===== config.mk =====
export PLATFORM = sky130hd
export DESIGN_NAME = imm_ext
export DESIGN_NICKNAME = d
export VERILOG_FILES = /design/src/rtl/ext_pkg.sv /design/src/rtl/ext_core.sv /design/src/rtl/imm_ext.sv
export SDC_FILE = /design/constraint.sdc
export NUM_CORES = 1
export LEC_CHECK = 0
export BUFFER_PORTS_ARGS = -buffer_cell sky130_fd_sc_hd__buf_2
export CAP_MARGIN = 10
export CORE_MARGIN = 4
export CORE_UTILIZATION = 50
export DETAILED_ROUTE_END_ITERATION = 7
export PLACE_DENSITY = 0.78
export SLEW_MARGIN = 20
export SYNTH_ARGS = -nofsm -noshare
export SYNTH_HDL_FRONTEND = slang
export SYNTH_SLANG_ARGS = --single-unit

===== constraint.sdc =====
create_clock -name clk_i -period 1.75 [get_ports clk_i]
set_input_delay 0.0875 -clock clk_i [delete_from_list [all_inputs] [get_ports clk_i]]
set_output_delay 0.0875 -clock clk_i [all_outputs]
set_load 0.05 [all_outputs]

===== src/rtl/ext_pkg.sv =====
// Shared types and helpers for the immediate-extension unit.
package ext_pkg;

    typedef enum logic [1:0] {
        MODE_ZERO   = 2'b00,
        MODE_SIGN   = 2'b01,
        MODE_PREFIX = 2'b10,
        MODE_HIGH   = 2'b11
    } mode_e;

    typedef enum logic {
        ST_IDLE     = 1'b0,
        ST_PREFIXED = 1'b1
    } state_e;

    // Number of result bits the instruction field does not cover.
    function automatic int ext_dif(input int datasize, input int operandsize);
        return datasize - operandsize;
    endfunction

endpackage


===== src/rtl/ext_core.sv =====
// Combinational widening of an immediate field, optionally completed by a
// previously captured prefix.
module ext_core
    import ext_pkg::*;
#(
    parameter int DATASIZE    = 16,
    parameter int OPERANDSIZE = 11
) (
    input  logic [OPERANDSIZE-1:0]                        operand_i,
    input  logic [ext_dif(DATASIZE, OPERANDSIZE)-1:0]     prefix_i,
    input  logic                                          prefixed_i,
    input  mode_e                                         mode_i,
    output logic [DATASIZE-1:0]                           result_o
);

    localparam int DIF = ext_dif(DATASIZE, OPERANDSIZE);

    // A pending prefix replaces the zero/sign fill; HIGH puts it below the field.
    always_comb begin
        result_o = '0;
        case (mode_i)
            MODE_ZERO: result_o = prefixed_i ? {prefix_i, operand_i}
                                             : {{DIF{1'b0}}, operand_i};
            MODE_SIGN: result_o = prefixed_i ? {prefix_i, operand_i}
                                             : {{DIF{operand_i[OPERANDSIZE-1]}}, operand_i};
            MODE_HIGH: result_o = prefixed_i ? {operand_i, prefix_i}
                                             : {operand_i, {DIF{1'b0}}};
            default:   result_o = '0;
        endcase
    end

endmodule


===== src/rtl/imm_ext.sv =====
// Registered immediate extender with prefix capture and valid/ready output.
//
//   state       | meaning
//   ------------+-----------------------------------------------------
//   ST_IDLE     | no prefix held; prefix_q is zero
//   ST_PREFIXED | prefix_q holds the high/low bits for the next immediate
module imm_ext
    import ext_pkg::*;
#(
    parameter int DATASIZE    = 16,
    parameter int OPERANDSIZE = 11
) (
    input  logic                   clk_i,
    input  logic                   rstn_i,
    input  logic                   valid_i,
    output logic                   ready_o,
    input  logic [OPERANDSIZE-1:0] operand_i,
    input  logic [1:0]             mode_i,
    input  logic                   flush_i,
    output logic                   valid_o,
    input  logic                   ready_i,
    output logic [DATASIZE-1:0]    dataext_o,
    output logic                   prefix_ovr_o
);

    localparam int DIF = ext_dif(DATASIZE, OPERANDSIZE);

    if (DIF < 1 || DIF > OPERANDSIZE) begin : g_bad_width
        $error("imm_ext: DATASIZE-OPERANDSIZE must lie in 1..OPERANDSIZE");
    end

    state_e                state_q, state_d;
    logic [DIF-1:0]        prefix_q, prefix_d;
    logic                  valid_q, valid_d;
    logic [DATASIZE-1:0]   data_q, data_d;
    logic                  ovr_q, ovr_d;
    logic                  accept;
    mode_e                 mode;
    logic [DATASIZE-1:0]   result;

    assign mode    = mode_e'(mode_i);
    assign ready_o = !valid_q || ready_i;
    assign accept  = valid_i && ready_o && !flush_i;

    ext_core #(
        .DATASIZE    (DATASIZE),
        .OPERANDSIZE (OPERANDSIZE)
    ) u_core (
        .operand_i  (operand_i),
        .prefix_i   (prefix_q),
        .prefixed_i (state_q == ST_PREFIXED),
        .mode_i     (mode),
        .result_o   (result)
    );

    // Next state: flush wins; otherwise drain, then let an accepted beat load.
    always_comb begin
        state_d  = state_q;
        prefix_d = prefix_q;
        valid_d  = valid_q;
        data_d   = data_q;
        ovr_d    = 1'b0;
        if (flush_i) begin
            state_d  = ST_IDLE;
            prefix_d = '0;
            valid_d  = 1'b0;
        end else begin
            if (valid_q && ready_i) begin
                valid_d = 1'b0;
            end
            if (accept) begin
                if (mode == MODE_PREFIX) begin
                    prefix_d = operand_i[DIF-1:0];
                    state_d  = ST_PREFIXED;
                    ovr_d    = (state_q == ST_PREFIXED);
                end else begin
                    data_d   = result;
                    valid_d  = 1'b1;
                    state_d  = ST_IDLE;
                    prefix_d = '0;
                end
            end
        end
    end

    // State, prefix and output registers.
    always_ff @(posedge clk_i or negedge rstn_i) begin
        if (!rstn_i) begin
            state_q  <= ST_IDLE;
            prefix_q <= '0;
            valid_q  <= 1'b0;
            data_q   <= '0;
            ovr_q    <= 1'b0;
        end else begin
            state_q  <= state_d;
            prefix_q <= prefix_d;
            valid_q  <= valid_d;
            data_q   <= data_d;
            ovr_q    <= ovr_d;
        end
    end

    assign valid_o      = valid_q;
    assign dataext_o    = data_q;
    assign prefix_ovr_o = ovr_q;

endmodule


==> run metrics, run 1 <==
floorplan row count 17; relative slew slack 0.612; Post-Route WL 2.56 mm; Synth cell types 27; sequential cell area fraction in the yosys report 0.493; H-tree levels 1; worst skew pair latency 0.31 ns; Inst Count DP 156; Period minus WS final 1.51 ns; core area 2250 µm²; post-layout util 0.640; Sink Count 24; Yosys reg bits 24; Vias/cell 5.57; DRT Pass-1 Iters 4; final instance count without filler cells 162; RSZ-0062 raised after global routing false; cell family with most CP delay flip-flops; setup ws final 0.240 ns; n_diodes 0; I/O pin total 37; first-pass GRT wire length 4.33 mm; Synth Cell Area 1220 µm²; Hold Crit Class in2reg; Clock Skew 0.00587 ns; WL/cell 15.8 µm; Area after DPL 1400 µm²; Setup Viol. Count Final 0; Final Cycle Share 0.863; initial antenna violation count 0; via count 902; share of layout cells above drive strength 1 0.418; clk buf depth 2; ANT nets after route 0; Layout Nets 153; max_cap viols 0; Die X 57.3 µm; Synth Instances 98; critical path required time 1.96 ns; warnings from Yosys 0; detailed placer's ending HPWL 1.91 mm; Setup crit start kind flip-flop; Buffers on Ports 36; Worst VDD drop 0.000518 V; Fin Hold WS 0.0377 ns; Final Max Tran Viols 0; vias in the first global route 914; gr ovfl total 0; WP buf/inv 2; iteration-0 DRC count of the detailed router 29; PwrDens 1000 nW/µm²; Post-CTS Resized 0; max incr delay on CP 0.42 ns; syn nets 116; total global-route track usage 0.170; CTS tree yes; Fill cells 199; final hold violations 0; synthesized area per cell 12.4 µm²; Power Total 1.44 mW; final instance area 1440 µm²; CTS Buf Count 3; CTS Root Cell clkbuf_4; Synth-to-Final Area Change 18.5%; fmax 662 MHz; Die Ht 57.3 µm; TNS Setup 0 ns; status finished clean; LEAKAGE 0.743 nW; CP Capture Type flip-flop; gpl congestion 0.841; Worst Tran Pin Value 0.582 ns; Worst Path Arrival 1.72 ns; DRC 0; crit path max fanout 16; largest net degree at the start of global routing 25; Clock transition at path regs 0.13 ns; Setup WS pre-CTS 0.263 ns; worst path cell trace nor2b_4 > inv_1 > and4b_1 > buf_12 > mux2_2; Crit-path slowest cell dfrtp_2; starting density of the core 0.540; die area 3290 µm²; critical setup path kind reg2reg
## power by group
part | switching, mW | internal, mW | leakage (nW)
clock | 0.156 | 0.0889 | 0.0150
sequential | 0.0396 | 0.627 | 0.312
combinational | 0.373 | 0.158 | 0.416
## kinds of logic (layout without fill, tap and decap cells)
| logic type | after synthesis | count (layout) | share of synthesized area |
|---|---|---|---|
| DFF | 24 | 24 | 0.493 |
| muxes | 16 | 16 | 0.158 |
| and+or+nand+nor | 24 | 24 | 0.151 |
| buffers and inverters | 14 | 50 | 0.0689 |
| AOI/OAI and AO/OA | 20 | 20 | 0.128 |
## final timing paths
check	from	endpoint	slack, ns	cells past startpoint
setup reg to reg	valid_o	dataext_o[15]	0.24	5
max in group asynchronous	rstn_i	valid_o	1.11	2
hold reg to reg	dataext_o[12]	dataext_o[12]	0.52	1
min in group asynchronous	rstn_i	prefix_q[4]	0.27	2
hold / removal	operand_i[1]	prefix_q[1]	0.04	2
setup / recovery	valid_o	dataext_o[15]	0.24	5
## repair_timing
item	4_1_cts	5_1_grt
hold buffers	2	0
setup buffers	0	0
endpoints found under the hold margin	25	0
## cell type report
cell class                      instances  area (µm²)  area share
Sequential cell                        24         602       0.417
Multi-Input combinational cell         60         533       0.369
Timing Repair Buffer                   39         220       0.153
Tap cell                               28        35.0      0.0243
Clock buffer                            4        26.3      0.0182
Inverter                                7        26.3      0.0182
## synth_stat cells
cell type  instances  area share
a21o_1             1      0.0062
a21oi_1            2      0.0082
a22o_1            11       0.079
a22oi_1            5       0.031
and2_1             1      0.0051
and2_2             1      0.0062
and3_1             1      0.0051
and4b_1            1      0.0082
buf_1              1      0.0031
buf_12             1       0.016
buf_6              2       0.018
clkbuf_1           3      0.0092
dfrtp_1           24        0.49
inv_1              7       0.022
mux2_2             6       0.055
mux2_4             5       0.062
mux2i_1            5       0.041
nand2_1            1      0.0031
nand2b_4           1       0.011
nand3_1            8       0.033
nand3b_1           5       0.031
nor2_1             1      0.0031
nor2b_1            1      0.0051
nor2b_4            1       0.011
nor4b_4            1       0.020
o21ai_0            1      0.0041
or4bb_1            1      0.0092
## metal layers
metal,track usage,part of all wire
met2,0.271,0.49
met3,0.0430,0.081
met5,0,0
met4,0.0596,0.0070
met1,0.223,0.42
## flip-flops by register name, summed over array words and instances (netlist names)
name	flops
state_q	1
dataext_o	16
prefix_q	5
valid_o	1
prefix_ovr_o	1
## cell usage in the layout (no fill, tap or decap), types with 2 or more instances in the layout
cell           count
nand3b_1           5
dfrtp_1           23
buf_2             36
mux2_4             5
a22oi_1            5
mux2_2             6
a21oi_1            2
inv_1              7
dlygate4sd3_1      2
clkbuf_4           3
nand3_1            8
a22o_1            11
mux2i_1            5
Note: power is estimated with default switching activity, not from simulation.
==> run 2, diff against run 1 <==
Settings changed: CTS_BUF_LIST set to sky130_fd_sc_hd__clkbuf_8 sky130_fd_sc_hd__clkbuf_16, GPL_TIMING_DRIVEN set to 0.
==> run metrics, run 2 (synthesized netlist as in run 1, its figures left out) <==
status finished clean; sw frac 0.371 (-0.0230); final instance count without filler cells 166 (+2.5%); relative slew slack 0.634 (+0.0220); Setup WS pre-CTS 0.225 ns (-0.0376 ns); Hold Path Origin flush_i; DRT Pass-1 Iters 4 (unchanged); LEAKAGE 0.766 nW (+3.0%); Crit. Startpoint valid_o; met2 wire length 1.36 mm (+7.9%); CTS tree yes; Setup crit start kind flip-flop; worst skew pair latency 0.26 ns (-0.05 ns); clk buf depth 2 (unchanged); Vias/cell 5.70 (+2.5%); final hold violations 0 (unchanged); vias in the first global route 1048 (+15%); worst r2r src valid_o; DRC 0 (unchanged); Final Cycle Share 0.876 (+0.0136); Worst Tran Pin Value 0.549 ns (-0.0330 ns); Highest Signal Layer met4; core area 2250 µm² (unchanged); NetSw 0.584 mW (+2.8%); Synth-to-Final Area Change 22.7%; Sequential Power Share 0.421 (-0.041); CP Capture Type flip-flop; CTS Root Cell clkbuf_8; share of layout cells above drive strength 1 0.420 (+0.00238); critical path required time 1.90 ns (-0.06 ns); most frequent cells in the layout buf_2 (35), dfrtp_1 (23), a22o_1 (11); CTS Buf Count 3 (unchanged); WL/cell 16.2 µm (+2.5%); Comb power frac 0.343 (-0.025); met3 WL 231 µm (+12%); final instance area 1490 µm² (+3.6%); ANT nets after route 0 (unchanged); Die X 57.3 µm (unchanged); setup ws final 0.216 ns (-0.0238 ns); Area after DPL 1430 µm² (+2.3%); first-pass GRT wire length 4.67 mm (+8.0%); WL met1 1.06 mm (-0.93%); H-tree levels 1 (unchanged); n_diodes 0 (unchanged); max_cap viols 0 (unchanged); Final Max Tran Viols 0 (unchanged); most common cell after layout, fill and taps aside buf_2; P_int 0.990 mW (+13%); iteration-0 DRC count of the detailed router 25 (-14%); Clock transition at path regs 0.08 ns (-0.05 ns); Clock Skew 0.000665 ns (-0.00521 ns); critical setup path kind reg2reg; crit path max fanout 10 (-6); Worst Path Arrival 1.69 ns (-0.03 ns); Inst Count DP 161 (+3.2%); RSZ-0062 raised after global routing false; Worst VDD drop 0.000695 V (+34%); Hold Crit Class in2reg; Period minus WS final 1.53 ns (+0.0238 ns); die area 3290 µm² (unchanged); floorplan row count 17 (unchanged); TNS Setup 0 ns (unchanged); detailed placer's ending HPWL 2.05 mm (+7.1%); PwrDens 1050 nW/µm² (+5.4%); Largest register FFs 16 (unchanged); gpl congestion 0.932 (+11%); Layout Nets 157 (+2.6%); fmax 652 MHz (-1.6%); initial antenna violation count 0 (unchanged); starting density of the core 0.540 (unchanged); Setup Viol. Count Final 0 (unchanged); via count 947 (+5.0%); post-CTS setup buffers 0 (unchanged); Sink Count 24 (unchanged); total global-route track usage 0.180 (+0.0107); Die Ht 57.3 µm (unchanged); I/O pin total 37 (unchanged); largest net degree at the start of global routing 25 (unchanged); Post-Route WL 2.69 mm (+5.0%); clock share of power 0.236 (+0.066); gr ovfl total 0 (unchanged); Buffers on Ports 35 (-2.8%)
## run 2: changes by cell type in the layout (fill, tap and decap cells not counted)
| cell | change |
|---|---|
| clkbuf_8 | +4 |
| buf_2 | -1 |
| buf_1 | +1 |
| clkbuf_4 | -3 |
| buf_6 | +2 |
| clkbuf_1 | +2 |
| dlygate4sd3_1 | -1 |
## run 2: worst paths after layout
kind                                       to  slack, ns  depth (start not counted)
worst min register to register   dataext_o[3]       0.51                          1
max in group asynchronous             valid_o       1.02                          2
min in group asynchronous        dataext_o[8]       0.34                          2
worst min-delay path                  valid_o       0.04                          2
worst max-delay path            dataext_o[12]       0.22                          6
worst max register to register  dataext_o[12]       0.22                          6
## run 2: critical path, cell delays in order, from the launching register on
cell,delay (ns)
dfrtp_2,0.41
nor2b_4,0.14
inv_1,0.08
and4b_1,0.21
buf_6,0.14
buf_12,0.15
mux2_4,0.30
## run 2: power groups by stage
stage          sequential [mW]  clock, mW  combinational, mW
6_report                 0.662      0.372              0.540
5_1_grt                  0.675      0.402              0.568
4_1_cts                  0.664      0.377              0.546
3_5_place_dp             0.674          0              0.542
3_3_place_gp             0.670          0              0.534
2_1_floorplan            0.923          0              0.149
## run 2: metrics by stage
stage | power (mW) | util | hold WS (ns)
after floorplan | 1.07 | - | -0.208
after global placement | 1.20 | 0.634 | 0.0871
after detailed placement | 1.22 | 0.634 | 0.0998
after CTS | 1.59 | 0.663 | 0.0393
after global routing | 1.65 | 0.663 | 0.0543
final | 1.57 | 0.663 | 0.0371
## run 2: final cells by class
type                    count  area (µm²)
fillers                   203         761
flip-flops and latches     24         602
repair buffers             36         185
clock buffers               4        55.1
inverters                   7        26.3
multi-input cells          60         533
well taps                  28        35.0
plain buffers               7        57.6
## run 2: per-layer routing
metal / vias up / track usage
met5: - / 0
met4: 0 / 0.0728
met3: 5 / 0.0430
met2: 38 / 0.295
met1: 470 / 0.228
li1: 434 / -
## run 2: repair_timing
| item | CTS | global route |
|---|---|---|
| endpoints found under the hold margin | 24 | 0 |
| gates resized for setup | 0 | 0 |
| hold buffers | 1 | 0 |
==> run 3, diff against run 2 <==
Settings changed: BUFFER_PORTS_ARGS -buffer_cell sky130_fd_sc_hd__buf_2 to -buffer_cell sky130_fd_sc_hd__clkbuf_2.
Clock period 1.75 ns to 1.9 ns, I/O delays scaled along.
==> run metrics, run 3 (synthesized netlist as in run 1, its figures left out) <==
core area 2250 µm² (unchanged); CTS Root Cell clkbuf_8; post-CTS setup buffers 0 (unchanged); DRC 0 (unchanged); initial antenna violation count 0 (unchanged); Post-Route WL 2.56 mm (-4.7%); Setup crit start kind flip-flop; most common cell after layout, fill and taps aside clkbuf_2; total global-route track usage 0.173 (-0.00723); status finished clean; PwrDens 965 nW/µm² (-8.4%); Critical Path End dataext_o[4]; Post-CTS Resized 0 (unchanged); fmax 648 MHz (-0.65%); die area 3290 µm² (unchanged); post-layout util 0.663 (unchanged); Period minus WS final 1.54 ns (+0.0101 ns); H-tree levels 1 (unchanged); Area after DPL 1430 µm² (unchanged); max_cap viols 0 (unchanged); detailed placer's ending HPWL 2.01 mm (-2.1%); Sink Count 24 (unchanged); worst r2r src valid_o; DRT Pass-1 Iters 4 (unchanged); Worst Path Arrival 1.69 ns (about the same); Fin Hold WS 0.0563 ns (+0.0192 ns); I/O pin total 37 (unchanged); CTS tree yes; ANT nets after route 0 (unchanged); share of layout cells above drive strength 1 0.420 (unchanged); Largest register FFs 16 (unchanged); worst skew pair latency 0.26 ns (about the same); RSZ-0062 raised after global routing false; relative slew slack 0.595 (-0.0391); vias in the first global route 1016 (-3.1%); first-pass GRT wire length 4.49 mm (-3.9%); Clock Skew 0.00509 ns (+0.00442 ns); Die X 57.3 µm (unchanged); final hold violations 0 (unchanged); Worst VDD drop 0.000628 V (-9.7%); gpl congestion 0.933 (+0.13%); floorplan row count 17 (unchanged); n_diodes 0 (unchanged); CTS Buf Count 3 (unchanged); Layout Nets 157 (unchanged); Reg2Reg Depth 6 (unchanged); LEAKAGE 0.764 nW (-0.18%); reg2reg setup slack 0.36 ns (+0.14 ns); crit path max fanout 10 (unchanged); most frequent cells in the layout clkbuf_2 (35), dfrtp_1 (23), a22o_1 (11); starting density of the core 0.540 (unchanged); clk buf depth 2 (unchanged); CP Capture Type flip-flop; Setup Viol. Count Final 0 (unchanged); Crit. Startpoint valid_o; iteration-0 DRC count of the detailed router 25 (unchanged); Buffers on Ports 35 (unchanged); Clock transition at path regs 0.08 ns (about the same); Die Ht 57.3 µm (unchanged); via count 930 (-1.8%); final instance area 1490 µm² (unchanged); Worst Tran Pin Value 0.608 ns (+0.0587 ns); largest net degree at the start of global routing 25 (unchanged); Hold Crit Class in2reg; Vias/cell 5.60 (-1.8%); Power Total 1.44 mW (-8.4%); r2r endpoint dataext_o[4]; WL/cell 15.4 µm (-4.7%); Synth-to-Final Area Change 22.7% (unchanged); Final Cycle Share 0.813 (-0.0639); critical setup path kind reg2reg; gr ovfl total 0 (unchanged); Final Max Tran Viols 0 (unchanged); Inst Count DP 161 (unchanged); final instance count without filler cells 166 (unchanged); critical path required time 2.05 ns (+0.15 ns)
run 3: area by class of cell:
| type | count | area (µm²) |
|---|---|---|
| buffer | 7 | 57.6 |
| clock buffer | 4 | 55.1 |
| fill | 199 | 761 |
| inverter | 7 | 26.3 |
| multi-input combinational | 60 | 533 |
| sequential | 24 | 602 |
| tap | 28 | 35.0 |
| timing repair buffer | 36 | 185 |
run 3: where the power goes:
| group | switching (mW) | internal, mW | leakage, nW |
|---|---|---|---|
| Clock | 0.152 | 0.185 | 0.0288 |
| Sequential | 0.0356 | 0.578 | 0.312 |
| Combinational | 0.346 | 0.147 | 0.423 |
| Total | 0.533 | 0.909 | 0.764 |
run 3: what timing repair did:
action / CTS / global route
hold endpoints to repair: 24 / 0
hold buffers: 1 / 0
endpoints found under the setup margin: 0 / 0
run 3: how the worst min path moves through the flow:
stage,startpoint,end,slack (ns),depth (start not counted)
5_1_grt,flush_i,valid_o,0.07,2
3_3_place_gp,rstn_i,dataext_o[8],0.11,1
3_5_place_dp,rstn_i,dataext_o[11],0.13,1
4_1_cts,flush_i,valid_o,0.05,2
6_report,flush_i,valid_o,0.06,2
2_1_floorplan,rstn_i,dataext_o[0],-0.20,0
run 3: stage by stage:
step	worst slack [ns]	TNS (ns)
2_1_floorplan	-0.0542	-0.271
3_3_place_gp	0.402	0
3_5_place_dp	0.347	0
4_1_cts	0.336	0
5_1_grt	0.264	0
6_report	0.356	0
run 3: critical path, cell delays in order, from the launching register on:
cell and delay (ns):
dfrtp_2 0.41, nor2b_4 0.14, inv_1 0.08, and4b_1 0.22, buf_6 0.14, buf_12 0.14, mux2_4 0.29
run 3: layer usage:
metal	vias up	global-route usage	wire length, µm
met5	-	0	0
met4	0	0.0762	7
met3	2	0.0339	210
met2	46	0.274	1270
met1	450	0.229	1080
li1	432	-	-
